## config.mk

```make
export PLATFORM = sky130hd
export DESIGN_NAME = c64_bus_arbiter
export DESIGN_NICKNAME = d
export VERILOG_FILES = /design/src/rtl/c64_bus_arbiter.sv
export SDC_FILE = /design/constraint.sdc
export NUM_CORES = 1
export LEC_CHECK = 0
export ABC_AREA = 1
export CAP_MARGIN = 20
export CORE_MARGIN = 2
export CORE_UTILIZATION = 31
export DETAILED_ROUTE_END_ITERATION = 12
export GPL_ROUTABILITY_DRIVEN = 1
export PLACE_DENSITY = 0.84
export SLEW_MARGIN = 40
export SYNTH_ARGS = -nofsm -noshare
export SYNTH_HDL_FRONTEND = slang
export SYNTH_SLANG_ARGS = --single-unit
```

## constraint.sdc

```tcl
create_clock -name clk -period 1.7 [get_ports clk]
set_input_delay 0.34 -clock clk [delete_from_list [all_inputs] [get_ports clk]]
set_output_delay 0.34 -clock clk [all_outputs]
set_load 0.1 [all_outputs]
```

## src/rtl/c64_bus_arbiter.sv

```systemverilog
// Shares the single-port system RAM between the CPU and the video fetch unit.
// Video owns phase 0 (or every cycle while stealing); the CPU owns phase 1.
module c64_bus_arbiter #(
  parameter int unsigned ADDR_W  = 16,
  parameter int unsigned DATA_W  = 8,
  parameter int unsigned BA_LEAD = 3
) (
  input  logic              clk,
  input  logic              reset,
  input  logic [ADDR_W-1:0] cpu_ab,
  input  logic [DATA_W-1:0] cpu_do,
  input  logic              cpu_we,
  output logic [DATA_W-1:0] cpu_di,
  output logic              cpu_ce,
  output logic              cpu_rdy,
  input  logic              vid_req,
  input  logic              vid_steal,
  input  logic [ADDR_W-1:0] vid_addr,
  output logic              vid_ack,
  output logic [DATA_W-1:0] vid_data,
  output logic              vid_valid,
  output logic [ADDR_W-1:0] ram_ab,
  output logic [DATA_W-1:0] ram_do,
  output logic              ram_we,
  input  logic [DATA_W-1:0] ram_di
);

  localparam int unsigned CNT_W = 3;

  typedef enum logic [1:0] {ST_IDLE, ST_BA_WAIT, ST_STEAL} state_e;
  typedef enum logic [1:0] {OWN_NONE, OWN_CPU_RD, OWN_VID} owner_e;

  state_e            state_q, state_d;
  owner_e            owner_q, owner_d;
  logic              phase_q;
  logic [CNT_W-1:0]  cnt_q, cnt_d;
  logic [DATA_W-1:0] cpu_di_q;
  logic              cpu_rdy_q, cpu_rdy_d;
  logic              vid_valid_q;
  logic              vid_slot_c, cpu_slot_c, vid_ack_c;

  // Slot decode; vid_ack is masked by reset so the bus goes quiet without a clock.
  always_comb begin
    vid_slot_c = (state_q == ST_STEAL) || !phase_q;
    cpu_slot_c = (state_q != ST_STEAL) && phase_q;
    vid_ack_c  = vid_slot_c && vid_req && reset;
  end

  assign cpu_ce    = cpu_slot_c;
  assign vid_ack   = vid_ack_c;
  assign ram_ab    = vid_ack_c ? vid_addr : cpu_ab;
  assign ram_do    = cpu_do;
  assign ram_we    = cpu_slot_c && cpu_we;
  assign vid_data  = ram_di;
  assign cpu_di    = cpu_di_q;
  assign cpu_rdy   = cpu_rdy_q;
  assign vid_valid = vid_valid_q;

  // Slot owner and steal sequencing
  always_comb begin
    state_d = state_q;
    cnt_d   = cnt_q;
    owner_d = OWN_NONE;

    if (vid_ack_c) begin
      owner_d = OWN_VID;
    end else if (cpu_slot_c && !cpu_we) begin
      owner_d = OWN_CPU_RD;
    end

    unique case (state_q)
      ST_IDLE: begin
        if (vid_steal) begin
          state_d = ST_BA_WAIT;
          cnt_d   = '0;
        end
      end
      ST_BA_WAIT: begin
        if (!vid_steal) begin
          state_d = ST_IDLE;
        end else if (cpu_slot_c) begin
          if (cnt_q == CNT_W'(BA_LEAD - 1)) begin
            state_d = ST_STEAL;
          end else begin
            cnt_d = cnt_q + CNT_W'(1);
          end
        end
      end
      ST_STEAL: begin
        // Release only on phase 1 so the next cycle is a video slot.
        if (!vid_steal && phase_q) begin
          state_d = ST_IDLE;
        end
      end
      default: state_d = ST_IDLE;
    endcase

    cpu_rdy_d = (state_d == ST_IDLE);
  end

  always_ff @(posedge clk or negedge reset) begin
    if (!reset) begin
      phase_q     <= 1'b0;
      state_q     <= ST_IDLE;
      cnt_q       <= '0;
      owner_q     <= OWN_NONE;
      cpu_di_q    <= '0;
      cpu_rdy_q   <= 1'b1;
      vid_valid_q <= 1'b0;
    end else begin
      phase_q     <= ~phase_q;
      state_q     <= state_d;
      cnt_q       <= cnt_d;
      owner_q     <= owner_d;
      cpu_rdy_q   <= cpu_rdy_d;
      vid_valid_q <= (owner_d == OWN_VID);
      if (owner_q == OWN_CPU_RD) begin
        cpu_di_q <= ram_di;
      end
    end
  end

endmodule
```

==> results of run 1 <==
==> through the flow <==
step	setup TNS, ns	hold WS [ns]
2_1_floorplan	-0.161	0.0444
3_3_place_gp	-4.15	0.502
3_5_place_dp	-4.05	0.516
4_1_cts	-3.04	0.158
5_1_grt	-4.72	0.185
6_report	-3.55	0.167
==> cell type report <==
cell class	count	area share, %
repair buffers	93	49.1
clock buffers	4	1.37
well taps	46	2.18
flip-flops and latches	18	17.1
repair inverters	1	0.237
multi-input cells	106	27.7
inverters	14	2.37
==> worst max-delay path: cells and delay by family (launching register included) <==
family | cells | cell delay, ns
flip-flops | 1 | 0.44
AO/OA/AOI/OAI | 1 | 0.21
buffers and inverters | 2 | 0.33
AND/OR/NAND/NOR | 3 | 0.30
==> how the worst min path moves through the flow <==
stage	end	slack (ns)	cells past startpoint
finish	phase_q$_DFF_PN0_	0.17	2
global route	cpu_di[3]$_DFFE_PN0N_	0.19	2
CTS	phase_q$_DFF_PN0_	0.16	2
detailed placement	cnt_q[2]$_DFFE_PN0P_	0.52	2
global placement	cnt_q[1]$_DFFE_PN0P_	0.50	2
floorplan	cnt_q[0]$_DFFE_PN0P_	0.04	0
==> per-layer routing <==
layer / track usage, % / routed length [um] / vias up
met4: 8.42 / 78 / 0
met2: 31.9 / 1890 / 78
met1: 18.7 / 1270 / 584
met5: 0 / 0 / -
li1: - / - / 623
met3: 5.99 / 350 / 6
==> kinds of logic after synthesis <==
logic type,share of synthesized area (%)
xor gates and xnor gates,0.788
adders and majority gates,2.25
DFF,40.7
buffers and inverters,17.8
and+or+nand+nor,36.6
AOI/OAI and AO/OA,1.91
==> Yosys cell counts, types with 2 or more instances <==
cell | number | area, um^2
buf_4 | 16 | 120
dfrtp_1 | 17 | 425
ha_1 | 2 | 25.0
inv_1 | 11 | 41.3
nand2_1 | 79 | 297
nand3_1 | 11 | 55.1
nor2_1 | 8 | 30.0
==> sequential cells by signal, indices dropped and copies added (netlist names) <==
name       cells
cnt_q          3
cpu_di         8
cpu_rdy        1
owner_q        2
phase_q        1
state_q        2
vid_valid      1
==> timing repair <==
| item | 4_1_cts | 5_1_grt |
|---|---|---|
| setup buffers | 2 | 2 |
| resized for setup | 31 | 5 |
| gates cloned | 1 | 0 |
| hold buffers | 0 | 0 |
| endpoints found under the setup margin | 17 | 19 |
| pin swaps | 0 | 2 |
==> power breakdown <==
group	internal (mW)	switching, mW	leakage [nW]	total (mW)
Clock	0.130	0.130	0.0210	0.261
Sequential	0.487	0.0571	0.223	0.544
Combinational	0.417	0.650	1.03	1.07
==> impl_metrics.yaml, run 1 <==
run_status:
  outcome: "complete, but fails checks"
  violations: "setup timing"
cells_and_area:
  nFillCells: 205
  diodes: 0
  multi_input_area_um2: 733
  area_growth_pct: 138
  fin_area_um2: 2650
  drive_gt1_share_pct: 43.2
  register_area_um2: 452
  fin_util_pct: 78.0
  fin_nets: 292
  layout_commonest_cell: "clkdlybuf4s50_1"
  instances_no_fill: 282
  final_cell_mix: "clkdlybuf4s50_1, nand2_1, buf_12"
clock_network:
  clock_path_buffers: 2
  cts_tree: "done"
  clk_pin_slew_ns: 0.10
  cts.sinks: 18
  cts-buffers-inserted: 3
  clk_latency_ns: 0.29
  cts-root-buf: "clkbuf_4"
  cts_max_level: 1
critical_path:
  cp-start-kind: "register"
  worst-r2r-setup-slack_ns: 0.46
  cp_slowest_cell: "dfrtp_1"
  path_cells: "o21ai_4, nand2_4, buf_8, nand2_2, nand2_8, buf_12"
  path_max_fanout: 9
  r2r_cells: 7
  r2r_end: "cnt_q[0]$_DFFE_PN0P_"
  critical_path_class: "register to output pin"
  max_stage_delay_ns: 0.44
  required_ns: 1.36
  startpoint: "state_q[0]$_DFF_PN0_"
  arrival_ns: 1.58
  crit_path_end: "ram_ab[12]"
  critPathCaptureType: "output pin"
  r2r-start: "cnt_q[0]$_DFFE_PN0P_"
global_route:
  grt_max_degree: 19
  grt_pass1_vias: 1215
  grt.overflow.total: 0
  antenna_found_initial: 0
  grt_usage_pct: 17.9
  grt_pass1_wl_mm: 5.59
sta:
  slew_headroom_pct: 81.2
  tightest_slew_ns: 0.281
  finalSetupViolCount: 19
  fin_worst_skew_ns: 0.00529
  max_freq_mhz: 521
  hold_viol: 0
  layout_setup_ws_ns: -0.220
  grt_setup_unrepaired: "yes"
  period_share_pct: 113
  drv_slew: 0
  fin_crit_ns: 1.92
placement:
  place.gp.congestion: 0.782
  dp.cells: 273
  preCtsSetupSlack_ns: -0.279
  hpwl_mm: 2.79
  port-buffer-count: 81
  place_area_um2: 2450
floorplan:
  rows: 21
  core_area_um2: 3390
  dieArea_um2: 4080
  pin_count: 98
  die_w_um: 63.9
  die_h_um: 63.9
  start_util_pct: 32.8
detailed_routing:
  finalWirelength_mm: 3.59
  drt-wirelength-per-cell_um: 12.7
  drt_iter0_drc: 52
  postRouteAntennaNets: 0
  drc: 0
  routed_via_density: 4.58
  num_vias: 1291
  first_pass_iters: 5
job:
  drv_cap: 0
logic_synthesis:
  syn_area_um2: 1110
  synth-edff-count: 0
  syn_avg_cell_area_um2: 7.08
  synth_flop_cell: "dfrtp_1"
  ys.warnings.count: 0
  syn-num-nets: 212
  async_flop_share_pct: 100
  synth_seq_cells: 18
  yosysSeqAreaShare_pct: 40.7
  ys_types: 20
  synth_cells: 157
pwr:
  leakage_nw: 1.27
  ir_worst_vdd_mv: 0.337
  powerDensity_nw_per_um2: 708
  power.total_mw: 1.87
hold_path:
  min_path_type: "input pin to async pin"
No activity file was read; power rests on OpenSTA's default activity.
==> inputs of run 2 (changes only) <==
--- a/config.mk
+++ b/config.mk
@@ -12,6 +12,7 @@
 export DETAILED_ROUTE_END_ITERATION = 12
 export GPL_ROUTABILITY_DRIVEN = 1
 export PLACE_DENSITY = 0.84
+export SETUP_SLACK_MARGIN = 0.4
 export SLEW_MARGIN = 40
 export SYNTH_ARGS = -nofsm -noshare
 export SYNTH_HDL_FRONTEND = slang
==> run 2 against run 1 <==
  * The flow still finishes with violations (setup timing)
  * Largest power group unchanged
  * Sequential share of layout area shrank 2.6 points
  * First-iteration DRC count rose to 4.6 times the previous value
  * Via count rose by 18%
  * Register-to-register slack got worse by 0.23 ns
  * Hold slack better by 0.017 ns
  * Global-route usage up 9.9 points
  * Highest routed layer unchanged
  * Critical path type unchanged
  * Cell count up 2.8%
  * Combinational power rose by 19%
==> impl_metrics.yaml, run 2 (synthesized netlist as in run 1, its figures left out) <==
run_status:
  outcome: "complete, but fails checks"
  violations: "setup timing"
detailed_routing:
  first_pass_iters: 4
  routed_via_density: 5.26
  num_vias: 1524
  drt-wirelength-per-cell_um: 23.3
  postRouteAntennaNets: 0
  finalWirelength_mm: 6.77
  drt_iter0_drc: 237
  drc: 0
critical_path:
  cp-start-kind: "register"
  crit_cells: 7
  required_ns: 1.36
  r2r_cells: 7
  critPathCaptureType: "output pin"
  path_cells: "o21ai_4, nand2_4, buf_12, buf_16, nand2_4, nand2_8, buf_12"
  worst-r2r-setup-slack_ns: 0.23
  crit_buf_inv: 3
  startpoint: "state_q[0]$_DFF_PN0_"
  max_stage_delay_ns: 0.47
  cp_slowest_cell: "dfrtp_1"
  crit_path_end: "ram_ab[10]"
  r2r-start: "cnt_q[0]$_DFFE_PN0P_"
  path_max_fanout: 6
  critPathTopFamily: "flip-flops"
  arrival_ns: 1.71
  r2r_end: "cnt_q[0]$_DFFE_PN0P_"
  critical_path_class: "register to output pin"
sta:
  layout_setup_ws_ns: -0.353
  holdWs_ns: 0.184
  tightest_slew_ns: 0.338
  slew_headroom_pct: 77.5
  period_share_pct: 121
  fin_crit_ns: 2.05
  setup_tns_ns: -5.58
  finalSetupViolCount: 19
  hold_viol: 0
  grt_setup_unrepaired: "yes"
  drv_slew: 0
  fin_worst_skew_ns: 0.0180
  max_freq_mhz: 487
global_route:
  grt_max_degree: 19
  grt.overflow.total: 0
  grt_pass1_vias: 1577
  antenna_found_initial: 0
  grt_pass1_wl_mm: 8.33
  grt_usage_pct: 27.7
floorplan:
  core_area_um2: 3390
  die_h_um: 63.9
  dieArea_um2: 4080
  die_w_um: 63.9
  rows: 21
  start_util_pct: 32.8
  pin_count: 98
cells_and_area:
  multi_input_area_um2: 1040
  register_area_um2: 452
  nFillCells: 106
  instances_no_fill: 290
  area_growth_pct: 181
  final_cell_mix: "buf_12, clkdlybuf4s50_1, nand2_1"
  fin_nets: 300
  diodes: 0
  drive_gt1_share_pct: 50.0
  largest_reg_flops: 8
  layout_commonest_cell: "buf_12"
clock_network:
  cts-root-buf: "clkbuf_4"
  clk_pin_slew_ns: 0.12
  clock_path_buffers: 2
  cts.sinks: 18
  ctsHoldBuffers: 0
  cts_max_level: 1
  cts-buffers-inserted: 3
  cts_tree: "done"
  clk_latency_ns: 0.31
placement:
  place.gp.congestion: 0.765
  hpwl_mm: 2.92
  dp.cells: 271
  port-buffer-count: 81
pwr:
  powerDensity_nw_per_um2: 664
  ir_worst_vdd_mv: 0.303
  leakage_nw: 1.43
hold_path:
  min_path_type: "input pin to async pin"
job:
  drv_cap: 0
run 2: changes by cell type in the layout (fill, tap and decap cells not counted), moves of 8 or more:
cell	change
dlygate4sd2_1	+8
nand2_2	-10
nand2_1	-10
nand2_8	+18
clkdlybuf4s50_1	-8
run 2: power breakdown:
group	leakage (nW)	switching (mW)	internal, mW
clock	0.0150	0.147	0.0916
combinational	1.20	0.799	0.476
sequential	0.223	0.0707	0.487
total	1.43	1.02	1.05
run 2: repair_timing:
item                                   4_1_cts  5_1_grt
pin swaps                                    7        7
endpoints found under the hold margin        0        0
gates resized for setup                     71       20
setup endpoints to repair                   28       24
gates cloned                                 4        0
buffers inserted                             6        5
run 2: final cells by class:
class | count | share of cell area [%]
multi-input cells | 106 | 33.4
flip-flops and latches | 18 | 14.5
repair buffers | 99 | 44.4
repair inverters | 3 | 2.45
inverters | 14 | 2.53
well taps | 46 | 1.84
clock buffers | 4 | 0.842
run 2: worst min-delay path by stage:
stage                          from                     to  slack (ns)  cells past startpoint
6_report                      reset  cpu_di[3]$_DFFE_PN0N_        0.18                      2
5_1_grt                       reset  cpu_di[4]$_DFFE_PN0N_        0.19                      2
2_1_floorplan                 reset   cnt_q[0]$_DFFE_PN0P_        0.04                      0
3_5_place_dp   cnt_q[2]$_DFFE_PN0P_   cnt_q[2]$_DFFE_PN0P_        0.52                      2
3_3_place_gp   cnt_q[1]$_DFFE_PN0P_   cnt_q[1]$_DFFE_PN0P_        0.50                      2
4_1_cts                       reset  cpu_di[7]$_DFFE_PN0N_        0.18                      2
run 2: per-layer routing:
metal	wire [um]	vias up	GRT usage [%]
met1	2110	715	27.9
met3	585	40	7.22
li1	-	632	-
met4	464	0	13.3
met2	3600	137	52.2
met5	0	-	0
run 2: stage by stage:
step | total power, mW | util, % | worst slack (ns) | instance area (um^2)
after floorplan | 1.28 | - | 0.0220 | 1440
after global placement | 1.60 | 75.6 | -0.329 | 2560
after detailed placement | 1.62 | 75.6 | -0.353 | 2560
after CTS | 1.87 | 87.4 | -0.281 | 2960
after global routing | 2.11 | 92.1 | -0.393 | 3120
final | 2.07 | 92.1 | -0.353 | 3120
run 2: worst register-to-register path: stages, from the launching register on:
cell and delay, ns:
dfrtp_1 0.41, inv_1 0.10, ha_1 0.24, nand3_1 0.16
nand2_2 0.10, nor2_4 0.16, nand2_2 0.10, nand2_1 0.14
